[config.mk]
export PLATFORM = sky130hd
export DESIGN_NAME = exception_unit
export DESIGN_NICKNAME = d
export VERILOG_FILES = /design/src/rtl/exception_unit.sv
export SDC_FILE = /design/constraint.sdc
export NUM_CORES = 1
export LEC_CHECK = 0
export CAP_MARGIN = 40
export CORE_MARGIN = 5
export CORE_UTILIZATION = 46
export CTS_CLUSTER_DIAMETER = 30
export CTS_CLUSTER_SIZE = 28
export DETAILED_ROUTE_END_ITERATION = 10
export PLACE_DENSITY = 0.84
export REMOVE_ABC_BUFFERS = 1
export SYNTH_ARGS = -nofsm -noshare
export SYNTH_HDL_FRONTEND = slang
export SYNTH_SLANG_ARGS = --single-unit
export TNS_END_PERCENT = 1
[constraint.sdc]
create_clock -name clk -period 5.6 [get_ports clk]
set_input_delay 0.56 -clock clk [delete_from_list [all_inputs] [get_ports clk]]
set_output_delay 0.56 -clock clk [all_outputs]
set_load 0.01 [all_outputs]
[src/rtl/exception_unit.sv]
// Exception unit: fixed-priority capture, timed flush, handler redirect, ERET return.
// Optional EXC_MASK_EN macro adds a per-source enable mask input.
module exception_unit #(
  parameter int          NUM_SRC      = 5,
  parameter int          PC_W         = 32,
  parameter int          FLUSH_CYCLES = 2,
  parameter logic [31:0] HANDLER_ADDR = 32'h8000_0180,
  localparam int         CAUSE_W      = (NUM_SRC > 1) ? $clog2(NUM_SRC) : 1
) (
  input  logic               clk,
  input  logic               rst,
  input  logic [NUM_SRC-1:0] exc_req,
  input  logic [PC_W-1:0]    exc_pc,
`ifdef EXC_MASK_EN
  input  logic [NUM_SRC-1:0] exc_mask,
`endif
  input  logic               eret,
  output logic               flush,
  output logic               pc_redirect,
  output logic [PC_W-1:0]    redirect_pc,
  output logic [PC_W-1:0]    epc,
  output logic [CAUSE_W-1:0] cause,
  output logic               exl,
  output logic               exc_lost
);

  typedef enum logic [1:0] {
    IDLE,
    FLUSH,
    REDIRECT,
    HANDLER
  } state_t;

  state_t               state;
  logic [3:0]           cnt;
  logic [NUM_SRC-1:0]   req;
  logic [CAUSE_W-1:0]   idx;
  logic                 any;

  localparam logic [PC_W-1:0] HANDLER_PC = PC_W'(HANDLER_ADDR);
  localparam logic [3:0]      CNT_INIT   = 4'(FLUSH_CYCLES - 1);

`ifdef EXC_MASK_EN
  assign req = exc_req & exc_mask;
`else
  assign req = exc_req;
`endif

  assign any = |req;

  // Lowest set bit of the effective request vector wins.
  always_comb begin
    idx = '0;
    for (int i = NUM_SRC - 1; i >= 0; i--) begin
      if (req[i]) idx = CAUSE_W'(i);
    end
  end

  // Exception state machine with registered outputs.
  always_ff @(posedge clk) begin
    if (rst) begin
      state       <= IDLE;
      cnt         <= '0;
      flush       <= 1'b0;
      pc_redirect <= 1'b0;
      redirect_pc <= '0;
      epc         <= '0;
      cause       <= '0;
      exl         <= 1'b0;
      exc_lost    <= 1'b0;
    end else begin
      unique case (state)
        IDLE: begin
          pc_redirect <= 1'b0;
          if (any) begin
            cause <= idx;
            epc   <= exc_pc;
            exl   <= 1'b1;
            flush <= 1'b1;
            cnt   <= CNT_INIT;
            state <= FLUSH;
          end
        end
        FLUSH: begin
          if (any) exc_lost <= 1'b1;
          if (cnt == '0) begin
            flush       <= 1'b0;
            pc_redirect <= 1'b1;
            redirect_pc <= HANDLER_PC;
            state       <= REDIRECT;
          end else begin
            cnt <= cnt - 4'd1;
          end
        end
        REDIRECT: begin
          if (any) exc_lost <= 1'b1;
          pc_redirect <= 1'b0;
          state       <= HANDLER;
        end
        HANDLER: begin
          if (eret) begin
            pc_redirect <= 1'b1;
            redirect_pc <= epc;
            exl         <= 1'b0;
            exc_lost    <= 1'b0;
            state       <= IDLE;
          end else if (any) begin
            exc_lost <= 1'b1;
          end
        end
        default: state <= IDLE;
      endcase
    end
  end

endmodule

==> impl_metrics.csv <==
group,metric,value,unit
run_status,status,"completed",
worst_setup_path,crit_slowest_cell,"nor4_2",
clocking,path_clk_slew,0.08,ns
drt,drc,0,
synth,syn-instance-count,307,
clocking,insertion_delay,0.34,ns
sta,slew_violations,0,
die,rows,28,
synth,ys_seq_area_frac,0.542,
sta,tightest_slew,0.824,ns
cells_and_area,final_cells,493,
power_and_ir_drop,leakage,1.64,nW
die,num_io_pins,111,
worst_setup_path,rrSetupSlack,3.35,ns
clocking,clockRootBuffer,"clkbuf_8",
sta,finalCritPeriodShare,0.409,
drt,via_per_inst,5.39,
global_route,use_met1,0.265,
clocking,hold_buffers,0,
synth,syn_area,0.00284,mm^2
cells_and_area,synthToLayoutAreaGrowth,49.6,%
min_path,hp-class,"reg2reg",
global_route,use_met2,0.349,
drt,firstDrtPassIters,4,
cells_and_area,n_antenna_cell,0,
cells_and_area,final_util,0.714,
job,cap_viol_max_count,0,
drt,vias,2655,
cells_and_area,regArea,0.00154,mm^2
sta,slew-limit-headroom,0.447,
synth,synth_edf_count,0,
power_and_ir_drop,power.total,0.00204,W
power_and_ir_drop,p_per_area,480,mW/mm^2
worst_setup_path,cp.arrival,2.55,ns
synth,synth_warnings,0,
global_route,antenna_found_initial,0,
clocking,clock_sinks,77,
place,dp_hpwl,5730,um
clocking,cts_buffer_depth,2,
drt,antenna_left,0,
global_route,grt_overflow,0,
synth,async_flop_share,0,
clocking,cts_resized,0,
sta,fmax,437,MHz
worst_setup_path,startpoint_type,"primary input",
worst_setup_path,crit_chain,"clkdlybuf4s50_1 > nor4_2 > a21boi_2 > buf_4 > a211o_1 > nor3_1",
sta,hold_viol_final,0,
clocking,post_cts_buffers,0,
clocking,cts_buffers,9,
place,dp_cells,477,
worst_setup_path,crit_path_end_kind,"register",
global_route,grt_util_all_layers,0.208,
die,core,0.00596,mm^2
clocking,h-tree-depth,3,
synth,synthDistinctLibCells,39,
power_and_ir_drop,max-vdd-ir-drop,403,uV
worst_setup_path,critPathMaxStageDelay,0.49,ns
sta,skew,0.0101,ns
drt,first_iter_violations,118,
sta,setup_viol,0,
global_route,grt_max_degree,39,
die,start_util,0.477,
global_route,met3_usage,0.0493,
sta,min_period,2.29,ns
global_route,grt_pass1_vias,2618,
synth,ys.flop_type,"dfxtp_1",
place,port_buffers,110,
worst_setup_path,path_class,"in2reg",
die,die_h,88.6,um
worst_setup_path,required,5.86,ns
place,place.gp.congestion,0.802,
clocking,cts_tree,"done",
die,dieArea,0.00785,mm^2
cells_and_area,layout-drive-gt1-share,0.0742,
sta,rsz0062_at_grt,"no",
worst_setup_path,cp_max_fo,19,
sta,tns,0,ns
sta,hold_ws,0.467,ns
cells_and_area,multiInputGateArea,0.00118,mm^2
drt,wire_per_inst,16.1,um
global_route,grt_pass1_wl,12700,um
cells_and_area,fin_nets,460,
synth,synth-seq-cells,77,
synth,syn_avg_cell_area,9.26,um^2
die,die_w,88.6,um
drt,routed_wl,7950,um
global_route,grt-busiest-layer,"met2",
cells_and_area,fillers,465,
logic make-up after synthesis:
kind of cell | count (synthesis) | synth area share
fa+ha+maj | 7 | 0.0308
buf+inv | 27 | 0.0436
compound gates | 92 | 0.220
simple gates | 104 | 0.163
flops | 77 | 0.542
per-stage QoR:
stage	setup slack, ns	area, um^2
floorplan	3.12	2740
global placement	2.99	3960
detailed placement	2.95	4010
CTS	3.31	4250
global route	3.13	4250
finish	3.31	4250
worst paths after layout:
kind | endpoint | depth (start not counted) | from
max | cnt[3]$_SDFFE_PP0P_ | 6 | exc_req[0]
min | cause[0]$_SDFFE_PP0P_ | 2 | cause[0]$_SDFFE_PP0P_
max reg2reg | epc[9]$_SDFFE_PP0P_ | 6 | state[0]$_SDFFE_PP0P_
min reg2reg | cause[0]$_SDFFE_PP0P_ | 2 | cause[0]$_SDFFE_PP0P_
layout by cell type (no fill, tap or decap), types with 2 or more instances in the layout:
cell type        instances
clkinvlp_4               2
bufinv_16                3
and3_1                   2
nor2_2                   2
o31ai_1                  2
a21oi_1                 41
nor3_1                   4
clkdlybuf4s50_1        109
o22ai_1                  3
buf_8                    2
clkbuf_8                 9
nor2_1                  13
inv_1                    6
o21ai_0                  4
or4_1                    3
buf_4                    2
a211oi_1                 2
ha_1                     7
nand2_1                 70
a22o_1                  29
dfxtp_1                 77
or3_1                    2
synthesized netlist by cell type (all sizes together), types with 3 or more instances:
cell | n | area (um^2)
dfxtp | 77 | 1540
nand2 | 70 | 263
a21oi | 41 | 205
a22o | 29 | 254
nor2 | 15 | 58.8
clkbuf | 12 | 45.0
buf | 8 | 52.6
ha | 7 | 87.6
inv | 7 | 26.3
o21ai | 6 | 33.8
nor3 | 4 | 20.0
a211oi | 3 | 35.0
o22ai | 3 | 18.8
or4 | 3 | 22.5
per-layer routing:
metal | routed length, um | vias up
li1 | - | 1286
met1 | 3340 | 1263
met2 | 3850 | 97
met3 | 682 | 9
met4 | 80 | 0
met5 | 0 | -
layout make-up:
cell class	count	area share
clock buffers	9	0.0291
clock inverters	7	0.0288
inverters	7	0.00618
multi-input cells	203	0.278
flip-flops and latches	77	0.363
well taps	75	0.0221
repair buffers	115	0.273
state kept, by name, summed over array words and instances (netlist names):
name,flops
cause,3
cnt,4
epc,32
exc_lost,1
exl,1
flush,1
pc_redirect,1
redirect_pc,32
state,2
critical path: cells and delay by family:
kind	cells	cell delay, ns
AO/OA/AOI/OAI	2	0.62
buffers and inverters	2	0.77
AND/OR/NAND/NOR	2	0.61
power by group:
group	switching (W)	leakage (nW)	internal, W
clock	0.000209	0.116	0.000298
combinational	0.000443	0.894	0.000357
sequential	0.0000821	0.630	0.000654
Power figures use the tool's default switching activity.
